**src/rtl/top_pkg.sv**
```systemverilog
// Shared definitions for the CSI-2 receive packet sequencer: data type codes,
// the packet FSM state enum, lane count and packet-header field positions.
package top_pkg;

   localparam int NUM_LANE = 2;
   localparam int WORD_W   = NUM_LANE * 16;

   localparam logic [5:0] DT_FS    = 6'h00;
   localparam logic [5:0] DT_FE    = 6'h01;
   localparam logic [5:0] DT_RAW12 = 6'h2C;

   localparam int HDR_DT_LSB  = 0;
   localparam int HDR_DT_MSB  = 5;
   localparam int HDR_VC_LSB  = 6;
   localparam int HDR_VC_MSB  = 7;
   localparam int HDR_WC_LSB  = 8;
   localparam int HDR_WC_MSB  = 23;
   localparam int HDR_ECC_LSB = 24;
   localparam int HDR_ECC_MSB = 31;

   typedef enum logic [1:0] {
      ST_IDLE,
      ST_PAYLOAD,
      ST_TAIL,
      ST_SKIP
   } rx_state_t;

endpackage

```
**src/rtl/csi_rx_hdr_ecc.sv**
```systemverilog
// Combinational MIPI packet-header ECC generator: 24 header bits in, 6 parity
// bits out. Each parity bit is the XOR of a fixed subset of header bits.
module csi_rx_hdr_ecc (
   input  logic [23:0] hdr,
   output logic [5:0]  ecc
);

   localparam logic [23:0] MASK_P0 = 24'hF12CB7;
   localparam logic [23:0] MASK_P1 = 24'hF2555B;
   localparam logic [23:0] MASK_P2 = 24'h749A6D;
   localparam logic [23:0] MASK_P3 = 24'hB8E38E;
   localparam logic [23:0] MASK_P4 = 24'hDF03F0;
   localparam logic [23:0] MASK_P5 = 24'hEFFC00;

   // Reduce each masked header to one parity bit
   always_comb begin
      ecc[0] = ^(hdr & MASK_P0);
      ecc[1] = ^(hdr & MASK_P1);
      ecc[2] = ^(hdr & MASK_P2);
      ecc[3] = ^(hdr & MASK_P3);
      ecc[4] = ^(hdr & MASK_P4);
      ecc[5] = ^(hdr & MASK_P5);
   end

endmodule

```
**src/rtl/csi_rx_packet_ctrl.sv**
```systemverilog
// Packet-level sequencer between the lane word aligner and the RAW12 unpacker.
// Parses burst headers, tracks frame/line state from short packets, forwards
// payload words of accepted long packets and holds the unpacker enabled for a
// few cycles after frame end so its pipeline drains.
// Optional feature: define CSI_RX_ECC_CHECK_EN to check the header ECC and
// discard bursts whose header fails it (hdr_err). Without it the ECC byte is
// ignored and hdr_err stays 0.
module csi_rx_packet_ctrl
   import top_pkg::*;
#(
   parameter logic [5:0] DATA_TYPE = DT_RAW12,
   parameter logic [1:0] VC        = 2'd0,
   parameter int         DRAIN_CYC = 4
) (
   input  logic              clock,
   input  logic              reset,
   input  logic [WORD_W-1:0] data_in,
   input  logic              din_valid,
   output logic [WORD_W-1:0] payload_data,
   output logic              payload_valid,
   output logic              unpack_enable,
   output logic              in_frame,
   output logic              frame_start,
   output logic              frame_end,
   output logic              line_start,
   output logic [15:0]       line_count,
   output logic [15:0]       word_count,
   output logic              hdr_err,
   output logic              len_err,
   output logic              trunc_err
);

   localparam int DRAIN_W = $clog2(DRAIN_CYC + 2);

   rx_state_t          state;
   logic [13:0]        words_left;
   logic [DRAIN_W-1:0] drain_cnt;

   logic [5:0]         hdr_dt;
   logic [1:0]         hdr_vc;
   logic [15:0]        hdr_wc;
   logic               hdr_ok;
   logic               unused_hdr_bits;

   logic               hdr_take;
   logic               hdr_accept;
   logic               accept_fs;
   logic               accept_fe;
   logic               is_long;
   logic               good_len;
   logic               accept_long;
   logic               bad_len;
   logic               in_frame_nxt;
   logic [DRAIN_W-1:0] drain_nxt;

   assign hdr_dt = data_in[HDR_DT_MSB:HDR_DT_LSB];
   assign hdr_vc = data_in[HDR_VC_MSB:HDR_VC_LSB];
   assign hdr_wc = data_in[HDR_WC_MSB:HDR_WC_LSB];

`ifdef CSI_RX_ECC_CHECK_EN
   logic [5:0] ecc_calc;

   csi_rx_hdr_ecc u_hdr_ecc (
      .hdr (data_in[HDR_WC_MSB:0]),
      .ecc (ecc_calc)
   );

   assign hdr_ok          = (ecc_calc == data_in[HDR_ECC_LSB+5:HDR_ECC_LSB]);
   assign unused_hdr_bits = ^data_in[HDR_ECC_MSB:HDR_ECC_LSB+6];
`else
   assign hdr_ok          = 1'b1;
   assign unused_hdr_bits = ^data_in[HDR_ECC_MSB:HDR_ECC_LSB];
`endif

   // Classify the header word seen in IDLE and work out next frame/drain state
   always_comb begin
      hdr_take     = (state == ST_IDLE) && din_valid;
      hdr_accept   = hdr_take && hdr_ok && (hdr_vc == VC);
      accept_fs    = hdr_accept && (hdr_dt == DT_FS);
      accept_fe    = hdr_accept && (hdr_dt == DT_FE);
      is_long      = hdr_accept && !accept_fs && !accept_fe && (hdr_dt == DATA_TYPE);
      good_len     = (hdr_wc != 16'd0) && (hdr_wc[1:0] == 2'b00);
      accept_long  = is_long && good_len;
      bad_len      = is_long && !good_len;
      in_frame_nxt = in_frame;
      if (accept_fs) begin
         in_frame_nxt = 1'b1;
      end else if (accept_fe) begin
         in_frame_nxt = 1'b0;
      end
      drain_nxt = drain_cnt;
      if (accept_fe) begin
         drain_nxt = DRAIN_W'(DRAIN_CYC);
      end else if (drain_cnt != '0) begin
         drain_nxt = drain_cnt - DRAIN_W'(1);
      end
   end

   // Packet FSM with all outputs registered
   always_ff @(posedge clock) begin
      if (reset) begin
         state         <= ST_IDLE;
         words_left    <= '0;
         drain_cnt     <= '0;
         payload_data  <= '0;
         payload_valid <= 1'b0;
         unpack_enable <= 1'b0;
         in_frame      <= 1'b0;
         frame_start   <= 1'b0;
         frame_end     <= 1'b0;
         line_start    <= 1'b0;
         line_count    <= '0;
         word_count    <= '0;
         hdr_err       <= 1'b0;
         len_err       <= 1'b0;
         trunc_err     <= 1'b0;
      end else begin
         in_frame      <= in_frame_nxt;
         drain_cnt     <= drain_nxt;
         unpack_enable <= in_frame_nxt || (drain_nxt != '0);
         frame_start   <= accept_fs;
         frame_end     <= accept_fe;
         line_start    <= accept_long;
         len_err       <= bad_len;
         hdr_err       <= hdr_take && !hdr_ok;
         trunc_err     <= (state == ST_PAYLOAD) && !din_valid;
         payload_valid <= (state == ST_PAYLOAD) && din_valid;

         if (accept_fs) begin
            line_count <= '0;
         end else if (accept_long && (line_count != 16'hFFFF)) begin
            line_count <= line_count + 16'd1;
         end

         if (accept_long) begin
            word_count <= hdr_wc;
            words_left <= hdr_wc[15:2];
         end

         case (state)
            ST_IDLE: begin
               if (din_valid) begin
                  if (accept_fs || accept_fe) begin
                     state <= ST_TAIL;
                  end else if (accept_long) begin
                     state <= ST_PAYLOAD;
                  end else begin
                     state <= ST_SKIP;
                  end
               end
            end
            ST_PAYLOAD: begin
               if (din_valid) begin
                  payload_data <= data_in;
                  words_left   <= words_left - 14'd1;
                  if (words_left == 14'd1) begin
                     state <= ST_TAIL;
                  end
               end else begin
                  state <= ST_IDLE;
               end
            end
            ST_TAIL, ST_SKIP: begin
               if (!din_valid) begin
                  state <= ST_IDLE;
               end
            end
            default: state <= ST_IDLE;
         endcase
      end
   end

endmodule

```
**config.mk**
```make
export PLATFORM = sky130hd
export DESIGN_NAME = csi_rx_packet_ctrl
export DESIGN_NICKNAME = d
export VERILOG_FILES = /design/src/rtl/top_pkg.sv /design/src/rtl/csi_rx_hdr_ecc.sv /design/src/rtl/csi_rx_packet_ctrl.sv
export SDC_FILE = /design/constraint.sdc
export NUM_CORES = 1
export LEC_CHECK = 0
export CAP_MARGIN = 20
export CORE_UTILIZATION = 35
export CTS_CLUSTER_DIAMETER = 150
export CTS_CLUSTER_SIZE = 12
export DETAILED_ROUTE_END_ITERATION = 6
export HOLD_SLACK_MARGIN = 0.12
export PLACE_DENSITY = 0.59
export SKIP_LAST_GASP = 1
export SLEW_MARGIN = 40
export SYNTH_ARGS = -nofsm -noshare
export SYNTH_HDL_FRONTEND = slang
export SYNTH_SLANG_ARGS = --single-unit
```
**constraint.sdc**
```tcl
create_clock -name clock -period 4.8 [get_ports clock]
set_input_delay 1.2 -clock clock [delete_from_list [all_inputs] [get_ports clock]]
set_output_delay 1.2 -clock clock [all_outputs]
set_load 0.005 [all_outputs]
```
## Word level (Yosys, flattened, before mapping)

Cells that the tools add are included.

- Add/subtract/negate cells: 3
- Equality and inequality tests: 10
- Multiplexer cells: 14
- Reduce and logical (&&, ||, !) cells: 30

Operators by type and width:

| cell | count |
|---|---|
| 14-bit 2-to-1 mux | 3 |
| 16-bit by 1-bit adder with 16-bit output, second input constant | 1 |
| 16-bit != test, second input constant | 1 |
| 16-bit nonzero test | 1 |
| 14-bit by 1-bit == test with 1-bit output, second input constant | 1 |
| 14-bit by 1-bit subtractor with 14-bit output, second input constant | 1 |
| 1-bit logical AND | 13 |
| 2-bit 2-to-1 mux | 6 |
| 6-bit by 1-bit == test with 1-bit output, second input constant | 1 |
| 6-bit == test, second input constant | 1 |
| 2-bit logical NOT | 3 |
| 6-bit logical NOT | 1 |
| 3-bit 2-to-1 mux | 2 |
| 2-bit case mux with 3 select lines | 1 |
| 3-bit nonzero test | 2 |
| 2-bit == test, second input constant | 2 |
| 1-bit logical NOT | 4 |
| 2-bit != test, second input constant | 2 |
| 2-bit OR reduction | 2 |
| 3-bit by 2-bit != test with 1-bit output, second input constant | 1 |
| 3-bit AND reduction | 1 |
| 3-bit by 1-bit subtractor with 3-bit output, second input constant | 1 |
| 2-bit by 1-bit == test with 1-bit output, second input constant | 1 |
| 1-bit logical OR | 2 |
| other kinds (2) | 3 |

- Bits in registers: 91
- Bits of input ports: 35
- Output and inout bits: 73
- Logic and storage cells: 71

## Longest topological paths before layout

Gate-level depths: netlist of run 1.

- Depth after elaboration: 13
- Gate-level depth with buffers: 8
- Gate-level depth less buffers: 7

## Worst setup path after synthesis of run 1

OpenSTA, ideal clock, no wires.

- Kind: input to register
- Start: input data_in[0]
- End: register line_count[10]
- Setup time: 116 ps
- Arrival: 2665 ps
- Data required time: 4684 ps
- Slack: 2019 ps
- Stages: 6
- Path buffers: 1
- Cells stage by stage: clkbuf_1 -> and4b_1 -> and4_1 -> nand3_1 -> or4b_2 -> o211a_1

- Longest elaborated chain between the ends: 8
- Elaborated cells between the ends (all ways): 13
- Those cells by class: eq/ne (2); reduce/logical (11)

RTL lines:

| item | RTL line | text |
|---|---|---|
| start: declaration | csi_rx_packet_ctrl.sv:17 | `input logic [WORD_W-1:0] data_in,` |
| 6-bit logical NOT | csi_rx_packet_ctrl.sv:79 | `accept_fs = hdr_accept && (hdr_dt == DT_FS);` |
| 1-bit logical AND | csi_rx_packet_ctrl.sv:79 |  |
| 1-bit logical NOT | csi_rx_packet_ctrl.sv:81 | `is_long = hdr_accept && !accept_fs && !accept_fe && (hdr_dt == DATA_TYPE);` |
| 1-bit logical AND (3 in series) | csi_rx_packet_ctrl.sv:81 |  |
| 1-bit logical AND | csi_rx_packet_ctrl.sv:83 | `accept_long = is_long && good_len;` |
| 1-bit logical AND | csi_rx_packet_ctrl.sv:131 | `end else if (accept_long && (line_count != 16'hFFFF)) begin` |
| end signal: assignment | csi_rx_packet_ctrl.sv:132 | `line_count <= line_count + 16'd1;` |
| end: declaration | csi_rx_packet_ctrl.sv:26 | `output logic [15:0] line_count,` |

Parallel ways exist; a longest one is shown, timed or not.
A chain may end at the register's enable or synchronous reset.

## Final worst setup path of run 1

- Start: input din_valid
- End: register line_count[10]

- Longest elaborated chain between the ends: 9
- Elaborated cells between the ends (all ways): 12
- Those cells by class: reduce/logical (12)

RTL lines:

| item | RTL line | text |
|---|---|---|
| start: declaration | csi_rx_packet_ctrl.sv:18 | `input logic din_valid,` |
| 1-bit logical AND (*) | csi_rx_packet_ctrl.sv:77 | `hdr_take = (state == ST_IDLE) && din_valid;` |
| 1-bit logical AND (*) | csi_rx_packet_ctrl.sv:78 | `hdr_accept = hdr_take && hdr_ok && (hdr_vc == VC);` |
| 1-bit logical AND | csi_rx_packet_ctrl.sv:79 |  |
| 1-bit logical NOT | csi_rx_packet_ctrl.sv:81 |  |
| 1-bit logical AND (3 in series) | csi_rx_packet_ctrl.sv:81 |  |
| 1-bit logical AND | csi_rx_packet_ctrl.sv:83 |  |
| 1-bit logical AND | csi_rx_packet_ctrl.sv:131 |  |

Mark *: on every way between the ends. The rest lies on a longest branch, timed or not.

==> metrics.md, run 1 <==
| Metric | Value |
|---|---|
| # IOs | around 110 |
| CTS Hold Bufs | 0 |
| Sw Pwr | 0.376 mW |
| Hpwl dp | approximately 7.0 mm |
| Post-CTS Setup Inserts | 0 |
| Period utilization | approximately 72% |
| Peak Freq | slightly below 0.3 GHz |
| Die X | about 110 µm |
| Worst slack, placed | 0.989 ns |
| Post-CTS resize count | 0 |
| Worst-Margin Slew | approximately 0.8 ns |
| Net Sw Frac | between 20% and 30% |
| ANT nets after route | 0 |
| Post-layout util | between 40% and 50% |
| Synth Instances | 461 |
| Reg area | 1820 µm² |
| Unrepaired setup endpoints after global routing | no |
| Cell variety after synth | 48 |
| Mapped Avg Cell Area | slightly above 8 µm² |
| Clock network power share | 35.9% |
| Fin. max-slew vios | 0 |
| Post-route DRC violation count | 0 |
| TNS Setup | 0 ns |
| Htree depth | 3 |
| Cts bufs inserted | 9 |
| Status | finished clean |
| Crit path launch type | primary input |
| Fin area | approximately 5000 µm² |
| Worst Skew | roughly 0.0067 ns |
| PwrDens | approximately 300 nW/µm² |
| Hold crit path type | flip-flop to flip-flop |
| Critical path's slowest cell | or4b_2 |
| Via count | approximately 3,600 |
| Share of cells above drive strength 1 | 5.71% |
| Pwr Total | 1.51 mW |
| DRT Pass-1 Iters | 4 |
| FP Rows | 37 |
| Tmin final | 3.47 ns |
| Yosys warning count | 0 |
| WP buf/inv | 1 |
| Dominant synthesized flop cell | dfxtp_1 |
| Maximum fanout along the worst path | 11 |
| Filler instances | between 1,000 and 1,500 |
| Nets@finish | 596 |
| Max transition margin | 46.8% |
| Arrival @ worst endpoint | around 3.7 ns |
| DR WL/cell | roughly 15 µm |
| Setup-failing EPs final | 0 |
| Final hold vios | 0 |
| Initial core utilization | 36.2% |
| Multi-input gate area | between 1500 and 2000 µm² |
| Comb power frac | 11.7% |
| Iter 0 DRT Violations | 189 |
| Placed Cells | 680 |
| WS Path Type | primary input to flip-flop |
| Layout area overhead | 36.4% |
| Vias/cell | 5.17 |
| Port Buf Inserts | approximately 110 |
| Final std cells w/o fill | a little under 700 |
| Sink Count | slightly above 90 |
| Mapped Nets | around 500 |
| First-pass GRT wire length | roughly 16 mm |
| Worst skew pair latency | around 0.35 ns |
| Worst-path clk slew | 0.09 ns |
| Synth Register Bits | 91 |
| Final wirelength | between 10 and 15 mm |
| Die area | 11,100 µm² |
| Register share of total power | a little over half |
| Die Ht | ~110 µm |
| CP peak stage delay | between 0.6 and 0.7 ns |
| Final worst setup slack | around 1.3 ns |
| Total congestion overflow | 0 |
| Largest net degree at the start of global routing | 77 |
| GRT Total Usage | between 10% and 20% |
| Post-synth EDFFs | 0 |
| Core area | roughly 10,000 µm² |
| Routability cong. | between 0.7 and 0.8 |
| Sequential cell area fraction in the yosys report | between 40 and 50% |
| Post-Route Hold Slack | around 0.46 ns |
| Initial antenna violation count | 0 |
| Crit path cell chain | clkdlybuf4s50_1, nor4b_2, and4_1, nand3_1, or4b_2, o211a_1 |
| Post-synth ARST share | 0% |
| Delay-heaviest family, CP | simple AND/OR/NAND/NOR gates |
| CTS tree | done |
| VDD IR max | between 0.00015 and 0.0002 V |
| CP required | 5.04 ns |
| Maximum buffer depth of the clock tree | 2 |
| Root buf cell | clkbuf_8 |
| Crit. End Element | flip-flop |
| P_int | 1.14 mW |
| Max-Cap Viols | 0 |
| Leakage | between 1.5 and 2 nW |
| DP Area | about 5000 µm² |
| Cell Area, Synth | ~3700 µm² |
| N_diodes | 0 |
| Vias in the first global route | 3,302 |
[cells in the mapped netlist (2+ instances only)]
cell | n | share of area [%]
nand2_1 | 105 | 11
dfxtp_1 | 91 | 49
a21oi_1 | 72 | 9.6
nor2_1 | 24 | 2.4
clkbuf_1 | 22 | 2.2
or3_1 | 12 | 2.0
o21ai_0 | 11 | 1.5
inv_1 | 10 | 1.0
nand3_1 | 10 | 1.3
a31oi_1 | 9 | 1.5
nor3_1 | 9 | 1.2
nand4_1 | 7 | 1.2
ha_1 | 6 | 2.0
nor4_1 | 6 | 1.0
o211ai_1 | 6 | 1.2
or4_1 | 5 | 1.0
buf_2 | 4 | 0.54
nand2b_1 | 4 | 0.67
o311ai_0 | 4 | 0.94
a211oi_1 | 3 | 0.60
and4_1 | 3 | 0.70
nor3b_1 | 3 | 0.60
or2_2 | 3 | 0.50
a21o_1 | 2 | 0.40
and3_1 | 2 | 0.33
mux2i_1 | 2 | 0.54
o21a_1 | 2 | 0.40
o31ai_1 | 2 | 0.40
or3_2 | 2 | 0.40
xor2_1 | 2 | 0.47
[power by group through the flow]
stage / Combinational (mW) / Sequential (mW) / Clock, mW
finish: 0.177 / 0.791 / 0.543
global route: 0.200 / 0.795 / 0.587
CTS: 0.177 / 0.791 / 0.561
detailed placement: 0.175 / 0.809 / 0
global placement: 0.173 / 0.808 / 0
floorplan: 0.0999 / 0.808 / 0
[worst min-delay path, delay by kind of cell (launching register included)]
kind	cells	cell delay (ns)
compound gates	1	0.05
flops	1	0.32
simple gates	1	0.05
[sequential cells by signal, indices dropped and copies added, names as in the netlist]
register and count:
line_start 1, word_count 16, state 2, drain_cnt 3, trunc_err 1, line_count 16
payload_valid 1, in_frame 1, payload_data 32, len_err 1, frame_end 1, words_left 14
frame_start 1, unpack_enable 1
[metal layers]
metal	track usage (%)	wire length (µm)	up-vias
met5	0	0	-
met4	7.04	166	0
met3	3.83	499	14
met2	29.8	4860	85
met1	23.7	4600	1695
li1	-	-	1801
[layout make-up]
cell class	count	share of cell area, %
Sequential cell	91	35.7
Multi-Input combinational cell	332	34.7
Timing Repair Buffer	111	21.4
Tap cell	136	3.33
Clock buffer	11	2.97
Clock inverter	5	1.20
Inverter	10	0.736
[kinds of logic after synthesis]
logic type / synth area share (%)
XOR/XNOR: 0.702
adder cells (fa/ha/maj): 2.01
AO/OA/AOI/OAI: 18.0
flip-flops: 48.7
other: 0.100
AND/OR/NAND/NOR: 25.9
multiplexers: 0.535
buffers and inverters: 4.05
[final timing paths]
kind,startpoint,to,slack [ns],cells past startpoint
max,din_valid,line_count[10],1.33,6
min,payload_data[5],payload_data[5],0.46,2
max reg2reg,state[1],line_count[10],2.27,5
min reg2reg,payload_data[5],payload_data[5],0.46,2
[placed cells by master (no fill, tap or decap), drive strengths merged, types with 2 or more instances in the layout]
master / count
nand3: 10
or2: 3
clkbuf: 11
a21oi: 72
clkdlybuf4s50: 105
a31oi: 9
a211oi: 3
nand2b: 4
mux2i: 2
o31ai: 2
nor3: 9
inv: 10
and3: 2
nor2: 24
o21a: 2
and4: 3
nand2: 105
xor2: 2
nor3b: 3
nand4: 7
o21ai: 11
nor4b: 2
buf: 6
ha: 6
a21o: 2
or3: 14
or4: 6
o311ai: 4
o211ai: 6
dfxtp: 91
clkinvlp: 3
nor4: 6
Note: power is estimated with default switching activity, not from simulation.
==> inputs of run 2 (changes only) <==
==> constraint.sdc (replaced) <==
create_clock -name clock -period 3.22 [get_ports clock]
set_input_delay 0.805 -clock clock [delete_from_list [all_inputs] [get_ports clock]]
set_output_delay 0.805 -clock clock [all_outputs]
set_load 0.005 [all_outputs]
==> run 2 against run 1 <==
  * Via count increased by 0.50%
  * Register-to-register slack got worse by 1.3 ns
  * Design area increased by 1.6%
  * Flip-flop and latch count unchanged
  * Critical path type unchanged
  * Critical endpoint unchanged
==> metrics.md, run 2 (synthesis gave the netlist of run 1 again) <==
| Metric | Value |
|---|---|
| WS Path Type | primary input to flip-flop |
| CP Launch Point | data_in[4] |
| Status | finished clean |
| FP Rows | 37 (unchanged) |
| N_diodes | 0 (unchanged) |
| Maximum fanout along the worst path | 5 (-6) |
| Via count | 3,613 (+0.50%) |
| CTS tree | done |
| Worst Skew | 0.0113 ns (+0.00459 ns) |
| Tmin final | between 2 and 3 ns |
| Setup-failing EPs final | 0 (unchanged) |
| Worst-path clk slew | 0.09 ns (about the same) |
| Peak Freq | 0.369 GHz |
| Worst skew pair latency | 0.35 ns (about the same) |
| Max-Cap Viols | 0 (unchanged) |
| Routability cong. | 0.772 (+0.69%) |
| Unrepaired setup endpoints after global routing | no |
| Leakage | 1.76 nW (+3.2%) |
| Hold Path Origin | payload_data[28] |
| Largest regs | payload_data: 32 flops, line_count: 16 flops, word_count: 16 flops |
| Hold crit path type | flip-flop to flip-flop |
| Die Ht | 105 µm (unchanged) |
| Iter 0 DRT Violations | 166 (-12%) |
| Post-CTS resize count | 0 (unchanged) |
| Crit path launch type | primary input |
| Crit. End Element | flip-flop |
| Vias/cell | 5.12 (-0.78%) |
| Largest register by flop count | payload_data |
| Worst-Margin Slew | 0.759 ns (-0.0387 ns) |
| Fin. max-slew vios | 0 (unchanged) |
| DR WL/cell | 14.3 µm (-1.9%) |
| Final wirelength | 10.1 mm (-0.59%) |
| Layout area overhead | 38.6% |
| Final hold vios | 0 (unchanged) |
| Worst reg2reg startpoint | words_left[5] |
| GRT Total Usage | 18.9% (+0.58 points) |
| Share of cells above drive strength 1 | 7.03% (+1.3 points) |
| ANT nets after route | 0 (unchanged) |
| Total congestion overflow | 0 (unchanged) |
| Root buf cell | clkbuf_8 |
| Pwr Total | 2.31 mW (+53%) |
| TNS Setup | 0 ns (unchanged) |
| Core area | 10,300 µm² (unchanged) |
| Max transition margin | 49.4% (+2.6 points) |
| Vias in the first global route | 3,526 (+6.8%) |
| # IOs | 108 (unchanged) |
| CP required | 3.47 ns (-1.57 ns) |
| Sink Count | 91 (unchanged) |
| Die X | 105 µm (unchanged) |
| Largest net degree at the start of global routing | 75 (-2.6%) |
| DRT Pass-1 Iters | 4 (unchanged) |
| PwrDens | 446 nW/µm² (+51%) |
| Initial core utilization | 36.2% (unchanged) |
| Cts bufs inserted | 9 (unchanged) |
| Initial antenna violation count | 0 (unchanged) |
| Post-CTS Setup Inserts | 0 (unchanged) |
| Nets@finish | 605 (+1.5%) |
| Arrival @ worst endpoint | 2.95 ns (-0.76 ns) |
| Largest register FFs | 32 (unchanged) |
| Hpwl dp | 7.10 mm (+2.1%) |
| Maximum buffer depth of the clock tree | 2 (unchanged) |
| Filler instances | 1,010 (unchanged) |
| VDD IR max | 0.000217 V (+39%) |
| CTS Hold Bufs | 0 (unchanged) |
| Post-route DRC violation count | 0 (unchanged) |
| First-pass GRT wire length | 16.8 mm (+2.7%) |
| Die area | 11,100 µm² (unchanged) |
| Port Buf Inserts | 106 (unchanged) |
| Htree depth | 3 (unchanged) |
| Period utilization | between 80 and 90% |
| Most frequent cells in the layout | 105 x nand2_1, 105 x clkdlybuf4s50_1, 91 x dfxtp_1 |
run 2: changes by cell type in the layout (fill, tap and decap cells not counted):
| cell | before | now |
|---|---|---|
| buf_2 | 2 | 1 |
| buf_4 | 4 | 14 |
| bufinv_16 | 1 | 2 |
| clkbuf_8 | 11 | 10 |
| clkinv_2 | 0 | 1 |
| clkinvlp_4 | 3 | 2 |
| or4_1 | 4 | 5 |
| or4_2 | 2 | 1 |
run 2: power breakdown:
part           total, mW  internal (mW)  switching, mW
clock network      0.865          0.458          0.407
logic              0.268          0.134          0.134
registers           1.18           1.16         0.0204
total               2.31           1.75          0.562
run 2: final cells by class:
class | instances | area [µm²] | area share (%)
clock buffer | 10 | 138 | 2.65
tap | 136 | 170 | 3.28
inverter | 10 | 37.5 | 0.724
timing repair buffer | 120 | 1160 | 22.4
clock inverter | 6 | 88.8 | 1.71
multi-input combinational | 332 | 1770 | 34.1
sequential | 91 | 1820 | 35.1
run 2: final timing paths:
| kind | end | depth (start not counted) | slack (ns) |
|---|---|---|---|
| worst max-delay path | line_count[10] | 6 | 0.51 |
| worst min-delay path | payload_data[28] | 2 | 0.46 |
| worst max register to register | words_left[13] | 4 | 0.99 |
| worst min register to register | payload_data[28] | 2 | 0.46 |
run 2: per-stage QoR:
step / setup WS (ns) / instance area (µm²) / util (%) / hold slack [ns] / cells
final: 0.511 / 5180 / 50.2 / 0.456 / 705
after floorplan: 0.834 / 3740 / - / 0.448 / 461
after global routing: 0.394 / 5180 / 50.2 / 0.470 / 705
after CTS: 0.512 / 5180 / 50.2 / 0.460 / 705
after global placement: 0.224 / 4960 / 48.0 / 0.443 / 689
after detailed placement: 0.147 / 4960 / 48.0 / 0.445 / 689
run 2: per-layer routing:
layer | vias up | track usage, % | routed length, µm
li1 | 1832 | - | -
met5 | - | 0 | 0
met3 | 6 | 4.51 | 469
met1 | 1693 | 23.9 | 4630
met4 | 0 | 6.44 | 81
met2 | 82 | 31.3 | 4890
run 2: worst max-delay path: stages:
cell and delay [ns]:
clkdlybuf4s50_1 0.43, nor3_1 0.42, and4_1 0.40, nand3_1 0.13, or4b_2 0.62, o211a_1 0.14
